$ cat src/rtl/auto_freq_gen_pkg.sv
// auto_freq_gen_pkg: shared state encodings, widths and constants for the square-wave generator
package auto_freq_gen_pkg;
   typedef enum logic [2:0] {
      S_IDLE   = 3'd0,
      S_CONV   = 3'd1,
      S_SCALE  = 3'd2,
      S_DIVIDE = 3'd3,
      S_RUN    = 3'd4
   } state_t;
   localparam int F_MHZ_W  = 24;
   localparam int PERIOD_W = 30;
   localparam logic [PERIOD_W-1:0] DVND_1E9 = 30'd1_000_000_000;
   function automatic logic [F_MHZ_W-1:0] mul10(input logic [F_MHZ_W-1:0] a);
      return (a << 3) + (a << 1);
   endfunction
endpackage

$ cat src/rtl/auto_freq_gen_if.sv
// auto_freq_gen_if: control/status bundle of the generator
//   master drives start, stop, bcd3..bcd0, decimal_point; slave drives
//   sq_out, running, ready, done_tick, err, period_us
interface auto_freq_gen_if;
   import auto_freq_gen_pkg::*;
   logic                start;
   logic                stop;
   logic [3:0]          bcd3;
   logic [3:0]          bcd2;
   logic [3:0]          bcd1;
   logic [3:0]          bcd0;
   logic [1:0]          decimal_point;
   logic                sq_out;
   logic                running;
   logic                ready;
   logic                done_tick;
   logic                err;
   logic [PERIOD_W-1:0] period_us;
   modport master (output start, stop, bcd3, bcd2, bcd1, bcd0, decimal_point,
                   input sq_out, running, ready, done_tick, err, period_us);
   modport slave  (input start, stop, bcd3, bcd2, bcd1, bcd0, decimal_point,
                   output sq_out, running, ready, done_tick, err, period_us);
endinterface

$ cat src/rtl/auto_freq_gen_bcd_to_mhz.sv
// auto_freq_gen_bcd_to_mhz: BCD digits + decimal point -> frequency in mHz
//   clk, reset_n (async, active low), start, digits {bcd3..bcd0}, dp in;
//   done_tick (one cycle, f_mhz valid), bad (digit > 9 seen), f_mhz out
//   Macro AUTO_FREQ_GEN_BCD_CHECK_EN enables the digit range check.
module auto_freq_gen_bcd_to_mhz
   import auto_freq_gen_pkg::*;
(
   input  logic               clk,
   input  logic               reset_n,
   input  logic               start,
   input  logic [15:0]        digits,
   input  logic [1:0]         dp,
   output logic               done_tick,
   output logic               bad,
   output logic [F_MHZ_W-1:0] f_mhz
);
   state_t st_q, st_d;
   logic [15:0] dig_q, dig_d;
   logic [1:0] dp_q, dp_d, n_q, n_d;
   logic [F_MHZ_W-1:0] acc_q, acc_d;
   logic done_q, done_d, bad_q, bad_d, bad_digit;
`ifdef AUTO_FREQ_GEN_BCD_CHECK_EN
   assign bad_digit = dig_q[15:12] > 4'd9;
`else
   assign bad_digit = 1'b0;
`endif
   always_ff @(posedge clk or negedge reset_n) begin
      if (!reset_n) begin
         st_q   <= S_IDLE;
         dig_q  <= '0;
         dp_q   <= '0;
         n_q    <= '0;
         acc_q  <= '0;
         done_q <= 1'b0;
         bad_q  <= 1'b0;
      end else begin
         st_q   <= st_d;
         dig_q  <= dig_d;
         dp_q   <= dp_d;
         n_q    <= n_d;
         acc_q  <= acc_d;
         done_q <= done_d;
         bad_q  <= bad_d;
      end
   end
   // digits are consumed MSD first by shifting the latched word left
   always_comb begin
      st_d   = st_q;
      dig_d  = dig_q;
      dp_d   = dp_q;
      n_d    = n_q;
      acc_d  = acc_q;
      done_d = 1'b0;
      bad_d  = bad_q;
      if (start) begin
         st_d  = S_CONV;
         dig_d = digits;
         dp_d  = dp;
         n_d   = 2'd0;
         acc_d = '0;
         bad_d = 1'b0;
      end else if (st_q == S_CONV && bad_digit) begin
         st_d   = S_IDLE;
         done_d = 1'b1;
         bad_d  = 1'b1;
      end else if (st_q == S_CONV) begin
         acc_d = mul10(acc_q) + F_MHZ_W'(dig_q[15:12]);
         dig_d = {dig_q[11:0], 4'h0};
         n_d   = n_q + 2'd1;
         if (n_q == 2'd3) begin
            st_d   = (dp_q == 2'd3) ? S_IDLE : S_SCALE;
            done_d = dp_q == 2'd3;
         end
      end else if (st_q == S_SCALE) begin
         acc_d = mul10(acc_q);
         n_d   = n_q + 2'd1;
         if (n_q == 2'd2 - dp_q) begin
            st_d   = S_IDLE;
            done_d = 1'b1;
         end
      end
   end
   assign done_tick = done_q;
   assign bad       = bad_q;
   assign f_mhz     = acc_q;
endmodule

$ cat src/rtl/div.sv
// div: sequential restoring divider, one quotient bit per clock
//   clk, reset (async, active high), start, dvsr, dvnd in;
//   ready (idle), done_tick (one cycle, result valid), quo, rmd out
module div #(
   parameter int W    = 30,
   parameter int CBIT = 5
) (
   input  logic         clk,
   input  logic         reset,
   input  logic         start,
   input  logic [W-1:0] dvsr,
   input  logic [W-1:0] dvnd,
   output logic         ready,
   output logic         done_tick,
   output logic [W-1:0] quo,
   output logic [W-1:0] rmd
);
   typedef enum logic [1:0] {D_IDLE, D_OP, D_DONE} dstate_t;
   dstate_t st_q, st_d;
   logic [W-1:0] rem_q, rem_d, quo_q, quo_d, d_q, d_d;
   logic [CBIT-1:0] n_q, n_d;
   logic [W:0] trial, diff;
   logic ge;
   always_ff @(posedge clk or posedge reset) begin
      if (reset) begin
         st_q  <= D_IDLE;
         rem_q <= '0;
         quo_q <= '0;
         d_q   <= '0;
         n_q   <= '0;
      end else begin
         st_q  <= st_d;
         rem_q <= rem_d;
         quo_q <= quo_d;
         d_q   <= d_d;
         n_q   <= n_d;
      end
   end
   always_comb begin
      st_d  = st_q;
      rem_d = rem_q;
      quo_d = quo_q;
      d_d   = d_q;
      n_d   = n_q;
      trial = {rem_q, quo_q[W-1]};
      diff  = trial - {1'b0, d_q};
      ge    = trial >= {1'b0, d_q};
      case (st_q)
         D_IDLE: if (start) begin
            st_d  = D_OP;
            rem_d = '0;
            quo_d = dvnd;
            d_d   = dvsr;
            n_d   = '0;
         end
         D_OP: begin
            rem_d = ge ? diff[W-1:0] : trial[W-1:0];
            quo_d = {quo_q[W-2:0], ge};
            n_d   = n_q + 1'b1;
            st_d  = (n_q == CBIT'(W-1)) ? D_DONE : D_OP;
         end
         default: st_d = D_IDLE;
      endcase
   end
   assign ready     = st_q == D_IDLE;
   assign done_tick = st_q == D_DONE;
   assign quo       = quo_q;
   assign rmd       = rem_q;
endmodule

$ cat src/rtl/auto_freq_gen.sv
// auto_freq_gen: BCD frequency in, square wave out (period = 1e9 / f_mHz microseconds)
//   clk, reset_n (async, active low), bus (auto_freq_gen_if.slave)
//   Parameters: CLK_MHZ clocks per microsecond, TICK_W prescaler width.
//   Macro AUTO_FREQ_GEN_BCD_CHECK_EN rejects digits > 9 with err.
module auto_freq_gen
   import auto_freq_gen_pkg::*;
#(
   parameter int CLK_MHZ = 100,
   parameter int TICK_W  = 7
) (
   input logic            clk,
   input logic            reset_n,
   auto_freq_gen_if.slave bus
);
   localparam logic [TICK_W-1:0] PRE_MAX = TICK_W'(CLK_MHZ - 1);
   state_t state_q, state_d;
   logic [TICK_W-1:0] pre_q, pre_d;
   logic [PERIOD_W-1:0] us_q, us_d, period_q, period_d, quo, unused_rmd;
   logic [F_MHZ_W-1:0] f_mhz;
   logic err_q, err_d, done_q, done_d, issued_q, issued_d;
   logic div_start, div_ready, div_done, conv_done, conv_bad, tick, reject;
   auto_freq_gen_bcd_to_mhz u_conv (
      .clk       (clk),
      .reset_n   (reset_n),
      .start     (bus.start),
      .digits    ({bus.bcd3, bus.bcd2, bus.bcd1, bus.bcd0}),
      .dp        (bus.decimal_point),
      .done_tick (conv_done),
      .bad       (conv_bad),
      .f_mhz     (f_mhz)
   );
   div #(.W(PERIOD_W), .CBIT(5)) u_div (
      .clk       (clk),
      .reset     (~reset_n),
      .start     (div_start),
      .dvsr      ({{(PERIOD_W-F_MHZ_W){1'b0}}, f_mhz}),
      .dvnd      (DVND_1E9),
      .ready     (div_ready),
      .done_tick (div_done),
      .quo       (quo),
      .rmd       (unused_rmd)
   );
   always_ff @(posedge clk or negedge reset_n) begin
      if (!reset_n) begin
         state_q  <= S_IDLE;
         pre_q    <= '0;
         us_q     <= '0;
         period_q <= '0;
         err_q    <= 1'b0;
         done_q   <= 1'b0;
         issued_q <= 1'b0;
      end else begin
         state_q  <= state_d;
         pre_q    <= pre_d;
         us_q     <= us_d;
         period_q <= period_d;
         err_q    <= err_d;
         done_q   <= done_d;
         issued_q <= issued_d;
      end
   end
   assign tick   = pre_q == PRE_MAX;
   assign reject = conv_bad || f_mhz == '0;
   // issued_q marks that this run's division was started; a done_tick from an
   // aborted earlier division arrives with issued_q low and is ignored
   always_comb begin
      state_d   = state_q;
      pre_d     = '0;
      us_d      = '0;
      period_d  = period_q;
      err_d     = err_q;
      done_d    = 1'b0;
      issued_d  = issued_q;
      div_start = 1'b0;
      if (bus.start) begin
         state_d  = S_CONV;
         err_d    = 1'b0;
         issued_d = 1'b0;
      end else begin
         case (state_q)
            S_CONV: if (conv_done) begin
               state_d = reject ? S_IDLE : S_DIVIDE;
               err_d   = reject;
            end
            S_DIVIDE: if (!issued_q && div_ready) begin
               div_start = 1'b1;
               issued_d  = 1'b1;
            end else if (issued_q && div_done) begin
               period_d = quo;
               done_d   = 1'b1;
               state_d  = S_RUN;
            end
            S_RUN: begin
               state_d = bus.stop ? S_IDLE : S_RUN;
               pre_d   = tick ? '0 : pre_q + 1'b1;
               us_d    = tick ? (us_q == period_q - 1'b1 ? '0 : us_q + 1'b1) : us_q;
            end
            default: ;
         endcase
      end
   end
   // high for the first floor(period/2) microseconds, so odd periods lengthen the low phase
   assign bus.sq_out    = state_q == S_RUN && us_q < (period_q >> 1);
   assign bus.running   = state_q == S_RUN;
   assign bus.ready     = state_q == S_IDLE;
   assign bus.done_tick = done_q;
   assign bus.err       = err_q;
   assign bus.period_us = period_q;
endmodule

$ cat src/flat_wrapper.sv
// flat-port wrapper written by rule: the top's interface ports become plain ports
module auto_freq_gen_flat import auto_freq_gen_pkg::*;
#(
   parameter int CLK_MHZ = 100,
   parameter int TICK_W  = 7
)
  (clk, reset_n, bus_start, bus_stop, bus_bcd3, bus_bcd2, bus_bcd1, bus_bcd0, bus_decimal_point, bus_sq_out, bus_running, bus_ready, bus_done_tick, bus_err, bus_period_us);
  auto_freq_gen_if bus_i ();
  input logic clk;
  input logic reset_n;
  input wire logic [$bits(bus_i.start)-1:0] bus_start;
  input wire logic [$bits(bus_i.stop)-1:0] bus_stop;
  input wire logic [$bits(bus_i.bcd3)-1:0] bus_bcd3;
  input wire logic [$bits(bus_i.bcd2)-1:0] bus_bcd2;
  input wire logic [$bits(bus_i.bcd1)-1:0] bus_bcd1;
  input wire logic [$bits(bus_i.bcd0)-1:0] bus_bcd0;
  input wire logic [$bits(bus_i.decimal_point)-1:0] bus_decimal_point;
  output wire logic [$bits(bus_i.sq_out)-1:0] bus_sq_out;
  output wire logic [$bits(bus_i.running)-1:0] bus_running;
  output wire logic [$bits(bus_i.ready)-1:0] bus_ready;
  output wire logic [$bits(bus_i.done_tick)-1:0] bus_done_tick;
  output wire logic [$bits(bus_i.err)-1:0] bus_err;
  output wire logic [$bits(bus_i.period_us)-1:0] bus_period_us;
  assign bus_i.start = bus_start;
  assign bus_i.stop = bus_stop;
  assign bus_i.bcd3 = bus_bcd3;
  assign bus_i.bcd2 = bus_bcd2;
  assign bus_i.bcd1 = bus_bcd1;
  assign bus_i.bcd0 = bus_bcd0;
  assign bus_i.decimal_point = bus_decimal_point;
  assign bus_sq_out = bus_i.sq_out;
  assign bus_running = bus_i.running;
  assign bus_ready = bus_i.ready;
  assign bus_done_tick = bus_i.done_tick;
  assign bus_err = bus_i.err;
  assign bus_period_us = bus_i.period_us;
  auto_freq_gen #(.CLK_MHZ(CLK_MHZ), .TICK_W(TICK_W)) u_core (.clk(clk), .reset_n(reset_n), .bus(bus_i));
endmodule
$ cat config.mk
export PLATFORM = sky130hd
export DESIGN_NAME = auto_freq_gen_flat
export DESIGN_NICKNAME = d
export VERILOG_FILES = /design/src/rtl/auto_freq_gen_pkg.sv /design/src/rtl/auto_freq_gen_if.sv /design/src/rtl/auto_freq_gen_bcd_to_mhz.sv /design/src/rtl/div.sv /design/src/rtl/auto_freq_gen.sv /design/src/flat_wrapper.sv
export SDC_FILE = /design/constraint.sdc
export NUM_CORES = 1
export LEC_CHECK = 0
export CORE_MARGIN = 2
export CORE_UTILIZATION = 45
export CTS_BUF_LIST = sky130_fd_sc_hd__clkbuf_8 sky130_fd_sc_hd__clkbuf_16
export DETAILED_ROUTE_END_ITERATION = 12
export PLACE_DENSITY = 0.7
export SLEW_MARGIN = 15
export SYNTH_ARGS = -nofsm -noshare
export SYNTH_HDL_FRONTEND = slang
export SYNTH_HIERARCHICAL = 1
export SYNTH_SLANG_ARGS = --single-unit
$ cat constraint.sdc
create_clock -name clk -period 4.2 [get_ports clk]
set_input_delay 0.42 -clock clk [delete_from_list [all_inputs] [get_ports clk]]
set_output_delay 0.42 -clock clk [all_outputs]
set_load 0.05 [all_outputs]
==> metrics <==
Detailed Place HPWL=26700 um; CP Capture Type=output port; Synth Area in XOR/XNOR=approximately 7.8%; worst reg-to-reg path cell count=10; Hold Path Class=input port to register; vias in the first global route=between 10000 and 15000; ratio of cells with drive above 1 in the final layout=6.69%; CP delay by family, top=compound AO/OA/AOI/OAI gates; Worst Tran Pin Value=1.16 ns; clock tree from TritonCTS=done; worst r2r src=u_core/bus.period_us[0]; first-pass GRT wire length=60700 um; final clock skew=0.0125 ns; Synth cell types=102; placed insts=2136; CP startpoint kind=register; final hold vios=0; Critical Path Slowest Stage Cell=clkdlybuf4s50_1; top cells by area, synth=dfrtp_1 (37%), ha_1 (7.5%), o21ai_0 (5.2%); final net count=between 1500 and 2000; CP bufs+invs=2; most frequent cell after synthesis=dfrtp_1; Seq/Total Area, Yosys=between 30% and 40%; dominant cell type by area after synthesis=dfrtp_1; Clk network pwr share=21.7%; crit path max fanout=8; Post-Layout Cell Count=between 2000 and 2500; switching pwr=between 0.003 and 0.004 W; Power Density=roughly 560 nW/um^2; Synth Area in Compound Gates=21.7%; Mapped Cells=1667; Worst-path clk slew=0.06 ns; Worst Path Required=3.78 ns; Synth Register Bits=217; largest family of logic cells by synthesized area=compound AO/OA/AOI/OAI gates; vias=12323; crit path cell chain=inv_1 > ha_1 > a21o_1 > a21o_1 > a21o_1 > a21o_1 > a211oi_1 > o21ai_0 > a21oi_1 > clkdlybuf4s50_1; CP most frequent cell=a21o_1; setup slack after layout=0.170 ns; Place WS=0.633 ns; share of the synthesized area in the top cell type=37.0%; main flop type after synthesis=dfrtp_1; Antenna Nets Post-Route=0; overall routed net length=36400 um; Sw Share=40.9%; Leakage=7.16 nW; status=completed; initial DRC count=796; synth warn=6; clock buffer depth=3; Pint=0.00542 W; Critical Path Source=u_core/bus.period_us[2]; commonest cells in the netlist=dfrtp_1 (217), nand2_1 (182), o21ai_0 (154); hold buffer count at CTS=1; Max Fclk=248 MHz; largest net degree at the start of global routing=62; R2R Setup Slk=0.60 ns; maxcap violations=0; Die Span Y=185 um; Clock Sinks=217; worst vdd ir=between 0.4 and 0.5 mV; fin. max-slew vios=0; total CTS buffers=25; sequential fraction of design power=33.8%; initial core utilization=45.4%; DRC=0; initial antenna violation count=1; post-CTS setup buffer count=0; worst setup path end=bus_sq_out; Crit path largest cell delay=approximately 0.84 ns; Post-synth EDFFs=0; fin util=50.7%; combinational share of power=44.5%; Gates resized, CTS repair=0; Period minus WS final=4.03 ns; adder-cell area share of the yosys netlist=~7.9%; Slew headroom=22.8%; Setup Crit Path Kind=register to output port; # H-tree levels=1; Synth-to-Final Area Change=11.7%; clk_lat worst skew=0.53 ns; row cnt=between 60 and 70; Synth Area per Inst=8.81 um^2; port bufs=56; endpoints failing setup=0; total grt overflow=0; Root Buffer=clkbuf_16; Worst EP arrival=about 3.6 ns; DR WL/cell=between 15 and 20 um; mux contribution to synthesized area=under 10%; GRT Total Usage=21.7%; DR pass1 iterations=5; Die W=185 um; Final Power=0.00916 W; CP Depth=10; io pins=57; worst r2r dst=u_core/us_q[6]; Setup TNS Final=0 ns; core area=32400 um^2; Tcrit/Tclk final=around 96%; total die area=34100 um^2; area of the mapped netlist=14700 um^2; Vias/cell=5.66; Post-Synth Simple-Gate Area=approximately a fifth; RSZ-0062 raised after global routing=no; FFs w/ async S/R, synth=between 90% and 100%; routability cong.=between 0.9 and 1
[layer usage]
metal | track usage, % | share of wire [%] | vias up
li1 | - | - | 6041
met1 | 28.5 | 45 | 5951
met2 | 37.7 | 49 | 269
met3 | 2.37 | 3.7 | 62
met4 | 5.94 | 2.7 | 0
met5 | 0 | 0 | -
[cell usage in the layout, fill, tap and decap left out, types with 54 or more instances in the layout]
master / count
xor2_1: 60
ha_1: 88
o21ai_0: 154
clkdlybuf4s50_1: 54
xnor2_1: 71
nor2_1: 104
a21oi_1: 102
dfrtp_1: 217
nand2_1: 182
inv_1: 85
[power by group through the flow]
stage / Combinational [W] / Clock, W / Sequential, W
global placement: 0.00396 / 0 / 0.00310
detailed placement: 0.00403 / 0 / 0.00312
CTS: 0.00406 / 0.00204 / 0.00309
floorplan: 0.00335 / 0 / 0.00299
finish: 0.00408 / 0.00199 / 0.00309
global route: 0.00458 / 0.00212 / 0.00317
[cell families after synthesis]
family	Yosys count
AND/OR/NAND/NOR	554
AO/OA/AOI/OAI	487
flip-flops	217
buffers and inverters	167
XOR/XNOR	131
adder cells (fa/ha/maj)	91
multiplexers	17
other	3
[flip-flops by register name, summed over array words and instances (netlist names), 2 cells and up]
register,flops
u_core/bus.period_us,30
u_core/pre_q,7
u_core/state_q,3
u_core/u_conv/dig_q,16
u_core/u_conv/dp_q,2
u_core/u_conv/f_mhz,24
u_core/u_conv/n_q,2
u_core/u_conv/st_q,2
u_core/u_div/d_q,30
u_core/u_div/n_q,5
u_core/u_div/quo,30
u_core/u_div/rmd,30
u_core/u_div/st_q,2
u_core/us_q,30
[stage by stage]
stage          cell area (um^2)  hold WS [ns]
5_1_grt                   16400         0.313
3_3_place_gp              15700         0.379
2_1_floorplan             14800         0.124
6_report                  16400         0.300
3_5_place_dp              15700         0.378
4_1_cts                   16400         0.280
[worst min-delay path by stage]
stage          startpoint  depth (start not counted)  slack (ns)                       end
2_1_floorplan     reset_n                          0        0.12      u_core/bus.done_tick
3_3_place_gp      reset_n                          1        0.38  u_core/bus.period_us[22]
3_5_place_dp      reset_n                          1        0.38  u_core/bus.period_us[24]
4_1_cts         bus_start                          2        0.28         u_core/state_q[2]
5_1_grt         bus_start                          2        0.31         u_core/state_q[2]
6_report        bus_start                          2        0.30         u_core/state_q[2]
[cell type report]
cell class,instances,area [um^2]
Tap cell,442,553
Antenna cell,1,2.50
Sequential cell,217,5430
Clock buffer,28,667
Clock inverter,10,53.8
Multi-Input combinational cell,1317,8660
Inverter,83,314
Timing Repair Buffer,78,721
Fill cell,3067,16000
No activity file was read; power rests on OpenSTA's default activity.
